==> src/rtl/effect_param_controller_if.sv <==
// Front-panel bundle between the board I/O and effect_param_controller.
//
// Purpose: groups the raw panel inputs (two active-low keys, slide switches)
// with the controller's registered outputs, so that the controller and
// whatever drives the board pins share one port.
//
// Signals:
//   key_dec   1                     decrement key, active low, asynchronous
//   key_inc   1                     increment key, active low, asynchronous
//   SW        10                    slide switches; [SEL_W-1:0] = mode, [9] = restore
//   params    NUM_PARAMS*PARAM_W    packed signed parameters, param i at [i*PARAM_W +: PARAM_W]
//   mode      SEL_W                 registered mode, 0 = bypass
//   upd       1                     one-cycle pulse when any parameter changed
//   at_limit  NUM_PARAMS            bit i set while param i sits at its MIN or MAX
//
// Modports: master = board side (drives keys/switches), slave = controller.
interface effect_param_controller_if #(
    parameter int NUM_PARAMS = 3,
    parameter int PARAM_W    = 32,
    parameter int SEL_W      = 2
);
    logic                          key_dec;
    logic                          key_inc;
    logic [9:0]                    SW;
    logic [NUM_PARAMS*PARAM_W-1:0] params;
    logic [SEL_W-1:0]              mode;
    logic                          upd;
    logic [NUM_PARAMS-1:0]         at_limit;

    modport master (
        output key_dec, key_inc, SW,
        input  params, mode, upd, at_limit
    );

    modport slave (
        input  key_dec, key_inc, SW,
        output params, mode, upd, at_limit
    );
endinterface

==> src/rtl/effect_param_controller.sv <==
// Pushbutton/switch front panel for the effect chain.
//
// Purpose: holds NUM_PARAMS signed effect parameters and edits the one
// selected by the mode switches with two debounced, auto-repeating keys.
// Each parameter has its own MIN/MAX/DEF and either a linear (step 1) or a
// tiered step law. A rising edge on SW[9] restores the selected parameter's
// default. All outputs are registered except at_limit, which is decoded
// from the registered parameter values.
//
// Ports:
//   CLK    in   system clock
//   RST_N  in   synchronous reset, active low
//   panel  slave modport of effect_param_controller_if
//          (key_dec, key_inc, SW in; params, mode, upd, at_limit out)
module effect_param_controller #(
    parameter int                              NUM_PARAMS    = 3,
    parameter int                              PARAM_W       = 32,
    parameter int                              SEL_W         = 2,
    parameter logic [NUM_PARAMS*PARAM_W-1:0]   MIN_VALS      = {32'sd20, 32'sd0, 32'sd1},
    parameter logic [NUM_PARAMS*PARAM_W-1:0]   MAX_VALS      = {32'sd32000, 32'sd255, 32'sd50},
    parameter logic [NUM_PARAMS*PARAM_W-1:0]   DEF_VALS      = {32'sd1000, 32'sd0, 32'sd1},
    parameter logic [NUM_PARAMS-1:0]           TIERED        = 3'b100,
    parameter int                              DEBOUNCE_CYC  = 500000,
    parameter int                              REPEAT_DELAY  = 25000000,
    parameter int                              REPEAT_PERIOD = 5000000
) (
    input  logic                      CLK,
    input  logic                      RST_N,
    effect_param_controller_if.slave  panel
);

    localparam logic [31:0] DEB_LAST  = 32'(DEBOUNCE_CYC - 1);
    localparam logic [31:0] HOLD_LAST = 32'(REPEAT_DELAY - 1);
    localparam logic [31:0] PER_LAST  = 32'(REPEAT_PERIOD - 1);

    typedef enum logic [1:0] {
        RPT_IDLE,
        RPT_HOLD,
        RPT_REPEAT
    } rpt_state_e;

    // ------------------------------------------------------------------
    // Input synchronisers. Only the switch bits that are actually used
    // (mode field and restore) are synchronised.
    // Key index 0 = dec, 1 = inc.
    // ------------------------------------------------------------------
    logic [1:0]       key_s1_q, key_s2_q;
    logic [SEL_W-1:0] sel_s1_q, sel_s2_q;
    logic             rst_s1_q, rst_s2_q;
    logic             rst_prev_q;
    logic [SEL_W-1:0] mode_q;

    logic unused_sw;
    assign unused_sw = ^panel.SW[8:SEL_W];

    always_ff @(posedge CLK) begin
        if (!RST_N) begin
            key_s1_q   <= '1;
            key_s2_q   <= '1;
            sel_s1_q   <= '1;
            sel_s2_q   <= '1;
            rst_s1_q   <= 1'b1;
            rst_s2_q   <= 1'b1;
            rst_prev_q <= 1'b1;
            mode_q     <= '0;
        end else begin
            key_s1_q   <= {panel.key_inc, panel.key_dec};
            key_s2_q   <= key_s1_q;
            sel_s1_q   <= panel.SW[SEL_W-1:0];
            sel_s2_q   <= sel_s1_q;
            rst_s1_q   <= panel.SW[9];
            rst_s2_q   <= rst_s1_q;
            rst_prev_q <= rst_s2_q;
            mode_q     <= sel_s2_q;
        end
    end

    // Mode is about to change on this edge: any held key stops repeating.
    logic mode_chg;
    assign mode_chg = (sel_s2_q != mode_q);

    logic restore;
    assign restore = rst_s2_q & ~rst_prev_q;

    // ------------------------------------------------------------------
    // Per-key debounce + auto-repeat
    // ------------------------------------------------------------------
    logic [1:0] key_ev;

    for (genvar gi = 0; gi < 2; gi++) begin : g_key
        logic [31:0] deb_cnt_q;
        logic        deb_q;
        logic        press_q;
        rpt_state_e  state_q, state_d;
        logic [31:0] rpt_cnt_q, rpt_cnt_d;
        logic        ev;

        // press_q is a one-cycle pulse after a debounced 1->0 flip.
        always_ff @(posedge CLK) begin
            if (!RST_N) begin
                deb_cnt_q <= '0;
                deb_q     <= 1'b1;
                press_q   <= 1'b0;
            end else begin
                press_q <= 1'b0;
                if (key_s2_q[gi] != deb_q) begin
                    if (deb_cnt_q == DEB_LAST) begin
                        deb_q     <= key_s2_q[gi];
                        deb_cnt_q <= '0;
                        press_q   <= ~key_s2_q[gi];
                    end else begin
                        deb_cnt_q <= deb_cnt_q + 32'd1;
                    end
                end else begin
                    deb_cnt_q <= '0;
                end
            end
        end

        always_comb begin
            state_d   = state_q;
            rpt_cnt_d = rpt_cnt_q;
            ev        = 1'b0;
            case (state_q)
                RPT_IDLE: begin
                    if (press_q && !mode_chg) begin
                        ev        = 1'b1;
                        state_d   = RPT_HOLD;
                        rpt_cnt_d = '0;
                    end
                end
                RPT_HOLD: begin
                    if (deb_q || mode_chg) begin
                        state_d = RPT_IDLE;
                    end else if (rpt_cnt_q == HOLD_LAST) begin
                        ev        = 1'b1;
                        state_d   = RPT_REPEAT;
                        rpt_cnt_d = '0;
                    end else begin
                        rpt_cnt_d = rpt_cnt_q + 32'd1;
                    end
                end
                RPT_REPEAT: begin
                    if (deb_q || mode_chg) begin
                        state_d = RPT_IDLE;
                    end else if (rpt_cnt_q == PER_LAST) begin
                        ev        = 1'b1;
                        rpt_cnt_d = '0;
                    end else begin
                        rpt_cnt_d = rpt_cnt_q + 32'd1;
                    end
                end
                default: state_d = RPT_IDLE;
            endcase
        end

        always_ff @(posedge CLK) begin
            if (!RST_N) begin
                state_q   <= RPT_IDLE;
                rpt_cnt_q <= '0;
            end else begin
                state_q   <= state_d;
                rpt_cnt_q <= rpt_cnt_d;
            end
        end

        assign key_ev[gi] = ev;
    end

    // Simultaneous inc and dec events cancel each other.
    logic do_inc, do_dec;
    assign do_inc = key_ev[1] & ~key_ev[0];
    assign do_dec = key_ev[0] & ~key_ev[1];

    // Step size for value v; the dec thresholds are inclusive so that
    // inc followed by dec returns to the same value at tier boundaries.
    function automatic logic signed [PARAM_W:0] step_size(
        input logic signed [PARAM_W-1:0] v,
        input logic                      up,
        input logic                      tiered
    );
        if (!tiered)                      return (PARAM_W+1)'(1);
        else if (up) begin
            if (v < 100)                  return (PARAM_W+1)'(10);
            else if (v < 500)             return (PARAM_W+1)'(50);
            else if (v < 1000)            return (PARAM_W+1)'(100);
            else                          return (PARAM_W+1)'(500);
        end else begin
            if (v <= 100)                 return (PARAM_W+1)'(10);
            else if (v <= 500)            return (PARAM_W+1)'(50);
            else if (v <= 1000)           return (PARAM_W+1)'(100);
            else                          return (PARAM_W+1)'(500);
        end
    endfunction

    // ------------------------------------------------------------------
    // Parameter registers
    // ------------------------------------------------------------------
    logic [NUM_PARAMS*PARAM_W-1:0] params_flat;
    logic [NUM_PARAMS-1:0]         param_changed;
    logic [NUM_PARAMS-1:0]         at_limit_vec;

    for (genvar gi = 0; gi < NUM_PARAMS; gi++) begin : g_param
        localparam logic signed [PARAM_W-1:0] P_MIN = MIN_VALS[gi*PARAM_W +: PARAM_W];
        localparam logic signed [PARAM_W-1:0] P_MAX = MAX_VALS[gi*PARAM_W +: PARAM_W];
        localparam logic signed [PARAM_W-1:0] P_DEF = DEF_VALS[gi*PARAM_W +: PARAM_W];
        localparam logic signed [PARAM_W:0]   MIN_X = {P_MIN[PARAM_W-1], P_MIN};
        localparam logic signed [PARAM_W:0]   MAX_X = {P_MAX[PARAM_W-1], P_MAX};

        logic signed [PARAM_W-1:0] val_q, val_d;
        logic signed [PARAM_W:0]   val_x, stp, raw;

        // The arithmetic is one bit wider than the parameter so the
        // saturation compare sees the true result instead of a wrapped one.
        always_comb begin
            val_d = val_q;
            val_x = {val_q[PARAM_W-1], val_q};
            stp   = step_size(val_q, do_inc, TIERED[gi]);
            raw   = do_inc ? (val_x + stp) : (val_x - stp);
            if (mode_q == SEL_W'(gi + 1)) begin
                if (restore) begin
                    val_d = P_DEF;
                end else if (do_inc || do_dec) begin
                    if (raw > MAX_X)      val_d = P_MAX;
                    else if (raw < MIN_X) val_d = P_MIN;
                    else                  val_d = raw[PARAM_W-1:0];
                end
            end
        end

        always_ff @(posedge CLK) begin
            if (!RST_N) val_q <= P_DEF;
            else        val_q <= val_d;
        end

        assign param_changed[gi]                    = (val_d != val_q);
        assign params_flat[gi*PARAM_W +: PARAM_W]   = val_q;
        assign at_limit_vec[gi]                     = (val_q == P_MIN) || (val_q == P_MAX);
    end

    // upd goes high in the same cycle the new value appears on params.
    logic upd_q;
    always_ff @(posedge CLK) begin
        if (!RST_N) upd_q <= 1'b0;
        else        upd_q <= |param_changed;
    end

    assign panel.params   = params_flat;
    assign panel.mode     = mode_q;
    assign panel.upd      = upd_q;
    assign panel.at_limit = at_limit_vec;

endmodule

==> src/flat_wrapper.sv <==
// flat-port wrapper written by rule: the top's interface ports become plain ports
module effect_param_controller_flat 
#(
    parameter int                              NUM_PARAMS    = 3,
    parameter int                              PARAM_W       = 32,
    parameter int                              SEL_W         = 2,
    parameter logic [NUM_PARAMS*PARAM_W-1:0]   MIN_VALS      = {32'sd20, 32'sd0, 32'sd1},
    parameter logic [NUM_PARAMS*PARAM_W-1:0]   MAX_VALS      = {32'sd32000, 32'sd255, 32'sd50},
    parameter logic [NUM_PARAMS*PARAM_W-1:0]   DEF_VALS      = {32'sd1000, 32'sd0, 32'sd1},
    parameter logic [NUM_PARAMS-1:0]           TIERED        = 3'b100,
    parameter int                              DEBOUNCE_CYC  = 500000,
    parameter int                              REPEAT_DELAY  = 25000000,
    parameter int                              REPEAT_PERIOD = 5000000
)
  (CLK, RST_N, panel_key_dec, panel_key_inc, panel_SW, panel_params, panel_mode, panel_upd, panel_at_limit);
  effect_param_controller_if #(.NUM_PARAMS(NUM_PARAMS), .PARAM_W(PARAM_W), .SEL_W(SEL_W)) panel_i ();
  input  logic CLK;
  input  logic RST_N;
  input wire logic [$bits(panel_i.key_dec)-1:0] panel_key_dec;
  input wire logic [$bits(panel_i.key_inc)-1:0] panel_key_inc;
  input wire logic [$bits(panel_i.SW)-1:0] panel_SW;
  output wire logic [$bits(panel_i.params)-1:0] panel_params;
  output wire logic [$bits(panel_i.mode)-1:0] panel_mode;
  output wire logic [$bits(panel_i.upd)-1:0] panel_upd;
  output wire logic [$bits(panel_i.at_limit)-1:0] panel_at_limit;
  assign panel_i.key_dec = panel_key_dec;
  assign panel_i.key_inc = panel_key_inc;
  assign panel_i.SW = panel_SW;
  assign panel_params = panel_i.params;
  assign panel_mode = panel_i.mode;
  assign panel_upd = panel_i.upd;
  assign panel_at_limit = panel_i.at_limit;
  effect_param_controller #(.NUM_PARAMS(NUM_PARAMS), .PARAM_W(PARAM_W), .SEL_W(SEL_W), .MIN_VALS(MIN_VALS), .MAX_VALS(MAX_VALS), .DEF_VALS(DEF_VALS), .TIERED(TIERED), .DEBOUNCE_CYC(DEBOUNCE_CYC), .REPEAT_DELAY(REPEAT_DELAY), .REPEAT_PERIOD(REPEAT_PERIOD)) u_core (.CLK(CLK), .RST_N(RST_N), .panel(panel_i));
endmodule
==> config.mk <==
export PLATFORM = sky130hd
export DESIGN_NAME = effect_param_controller_flat
export DESIGN_NICKNAME = d
export VERILOG_FILES = /design/src/rtl/effect_param_controller_if.sv /design/src/rtl/effect_param_controller.sv /design/src/flat_wrapper.sv
export SDC_FILE = /design/constraint.sdc
export NUM_CORES = 1
export LEC_CHECK = 0
export CORE_ASPECT_RATIO = 1.4
export CORE_MARGIN = 8
export CORE_UTILIZATION = 60
export DETAILED_ROUTE_END_ITERATION = 10
export DONT_BUFFER_PORTS = 1
export PLACE_DENSITY = 0.76
export SLEW_MARGIN = 5
export SYNTH_ARGS = -nofsm -noshare
export SYNTH_HDL_FRONTEND = slang
export SYNTH_SLANG_ARGS = --single-unit
==> constraint.sdc <==
create_clock -name CLK -period 7.3 [get_ports CLK]
set_clock_uncertainty 0.05 [all_clocks]
set_input_delay 1.46 -clock CLK [delete_from_list [all_inputs] [get_ports CLK]]
set_output_delay 1.46 -clock CLK [all_outputs]
set_load 0.005 [all_outputs]
==> reports/summary.txt <==
Clock Path Buffers: 3
Initial antenna violation count: 3
Remaining DRCs: 0
Syn Inst Count: 2249
Skew-Pair Late Insertion Delay: 0.57 ns
Vias in the first global route: 16400
Critical Path Start Type: flip-flop
Worst vdd ir: 0.191 mV
Num CTS Buffers: 26
Cell variety after synth: 104
Setup Viol. Count Final: 0
Count leader, synth: nor2_1
Detail Route Antenna Nets: 0
Core Util, Final: 65.8%
Largest net degree at the start of global routing: 51
Synth top area cells: dfxtp_1 29%, ha_1 6.0%, nor2_1 5.9%, xor2_1 5.2%, nand2_1 4.4%
Area growth syn-to-layout: 8.23%
Pwr dens: 156 nW/um2
Sw frac: 22.0%
Max-slew violation count: 0
Post-synth EDFFs: 0
Hpwl dp: 38000 um
Worst min-delay path class: flip-flop to flip-flop
Yosys synthesis warning count: 0
Leakage power: 0.00732 uW
Max Cap Viol: 0
Synth Area per Inst: 7.66 um2
Switching pwr: 641 uW
Clk pwr share: 50.1%
First-pass GRT wire length: 83200 um
Total grt overflow: 0
Die Ht: 216 um
Crit path DAT: 7.41 ns
Die area: 34500 um2
F_max: 142 MHz
Hold slack: 0.354 ns
Synth top area share: 28.6%
TritonCTS clock tree: yes
Ys flop type: dfxtp_1
Slew headroom: 20.2%
CP max FO: 7
Die Width: 159 um
Root buffer cell: clkbuf_16
Drt first pass iters: 5
Post-synthesis sequential area ratio: 28.6%
Gate power share: 3.4%
Wirelength per Cell: 19.5 um
Critical Path RT: 7.67 ns
Number of top-level pins: 116
Worst Setup Path Type: flip-flop to flip-flop
Final Cell Area: 18600 um2
DRT iter0 DRCs: 1151
Least-Margin Pin Slew: 1.19 ns
Share of cells above drive strength 1: 6.77%
Area occupied by multi-input gates: 11800 um2
Htree depth: 1
Fin crit period: 7.04 ns
Clk sinks: 246
Worst-path clk slew: 0.06 ns
Status: finished clean
Site row count: 73
Vias per cell: 6.45
Count of input and output buffers: 0
Dominant cell type by area after synthesis: dfxtp_1
Via count: 16900
Final worst-path cycle share: 96.4%
Final Hold Viols: 0
Synthesized area: 17200 um2
RSZ-0062 raised after global routing: false
Layout Nets: 2326
Total track usage: 28.4%
Placed inst area: 17600 um2
Starting Density: 60.8%
TNS Setup: 0 ns
Placer Congestion: 0.956
DRT Wirelength: 51100 um
Seq pwr share: 46.5%
FF+latch area: 4920 um2
CP endpoint kind: flip-flop
Core area: 28300 um2
Synth async-reset ratio: 0%
Commonest cells in the netlist: 273 x nor2_1, 246 x dfxtp_1, 203 x nand2_1
Fill cells: 2525
P_int: 2270 uW
Synthesis-stage register bit count: 246
## worst paths after layout
kind | slack [ns] | from | cells after the start | end
max reg2reg | 0.26 | u_core.g_param[2].val_q[23] | 24 | u_core.panel.upd
min reg2reg | 0.35 | u_core.key_s1_q[0] | 1 | u_core.key_s2_q[0]
min | 0.35 | u_core.key_s1_q[0] | 1 | u_core.key_s2_q[0]
max | 0.26 | u_core.g_param[2].val_q[23] | 24 | u_core.panel.upd
## sequential cells by signal, summed over array words and instances, names as in the netlist, 2 cells and up
name,cells
u_core.g_key.deb_cnt_q,64
u_core.key_s2_q,2
u_core.key_s1_q,2
u_core.sel_s2_q,2
u_core.g_key.rpt_cnt_q,64
u_core.g_param.val_q,96
u_core.panel.mode,2
u_core.sel_s1_q,2
u_core.g_key.deb_q,2
u_core.g_key.press_q,2
u_core.g_key.state_q,4
## area by class of cell
| class | count | area share (%) |
|---|---|---|
| Antenna cell | 3 | 0.0403 |
| Clock buffer | 37 | 4.19 |
| Clock inverter | 10 | 0.899 |
| Inverter | 59 | 1.19 |
| Multi-Input combinational cell | 1853 | 63.1 |
| Sequential cell | 246 | 26.4 |
| Tap cell | 375 | 2.52 |
| Timing Repair Buffer | 41 | 1.67 |
## timing repair
item | in CTS | in global routing
hold buffers | 0 | 0
gates resized for setup | 0 | 13
setup buffers | 0 | 2
setup endpoints to repair | 0 | 5
## cell usage in the layout (no fill, tap or decap), types with 21 or more instances in the layout
cell type,netlist,routed
and2_1,62,62
ha_1,83,82
nand4_1,64,64
nand2b_1,34,34
a31oi_1,22,21
nor4_1,42,38
or3_1,43,43
buf_4,1,40
a21oi_1,148,148
nand3_1,93,93
and3_1,58,58
a211oi_1,26,25
nor3_1,69,68
clkbuf_16,0,26
inv_1,58,58
o21ai_0,105,103
dfxtp_1,246,246
xor2_1,102,102
a21o_1,27,27
nand2_1,203,203
nor2_1,273,273
o211ai_1,26,26
xnor2_1,58,58
## worst max-delay path, cell delays in order, from the launching register on
cell,delay (ns)
dfxtp_1,0.35
or4_1,0.59
or4_1,0.51
or3_1,0.34
or3_1,0.41
o21ai_1,0.18
inv_1,0.06
ha_1,0.26
mux2_2,0.29
fa_1,0.48
a211oi_4,0.29
o21ai_2,0.15
buf_4,0.17
a21oi_1,0.11
nand2_1,0.07
a2111oi_0,0.54
o2111ai_1,0.27
nor4_4,0.26
buf_4,0.21
nand4_1,0.10
a22o_1,0.20
o41ai_1,0.42
o2111ai_1,0.19
nor4_1,0.23
a41oi_1,0.15
## kinds of logic (layout without fill, tap and decap cells)
| group | count (synthesis) | in the layout | synth area share, % |
|---|---|---|---|
| and+or+nand+nor | 1062 | 1062 | 32.3 |
| AOI/OAI and AO/OA | 524 | 524 | 20.0 |
| DFF | 246 | 246 | 28.6 |
| xor gates and xnor gates | 160 | 160 | 8.14 |
| buffers and inverters | 151 | 147 | 3.54 |
| adders and majority gates | 85 | 85 | 6.26 |
| muxes | 20 | 20 | 1.18 |
| other | 1 | 5 | 0.0218 |
## power by group through the flow
stage               clock network [uW]  registers (uW)  logic, uW
floorplan                            0            1380       74.7
global placement                     0            1380       95.5
detailed placement                   0            1380       97.1
CTS                               1480            1350       97.6
global route                      1530            1350        110
finish                            1460            1350       99.7
## through the flow
step	worst slack (ns)	std cells	power [uW]
floorplan	0.716	2250	1450
global placement	0.414	2572	1480
detailed placement	0.358	2572	1480
CTS	0.265	2619	2930
global route	0.0174	2624	2990
finish	0.260	2624	2910
## metal layers
layer	global-route usage, %	share of wire [%]
met1	30.4	39
met2	51.3	50
met3	5.12	5.6
met4	17.1	5.6
met5	0	0
(Power assumes the default switching activity.)
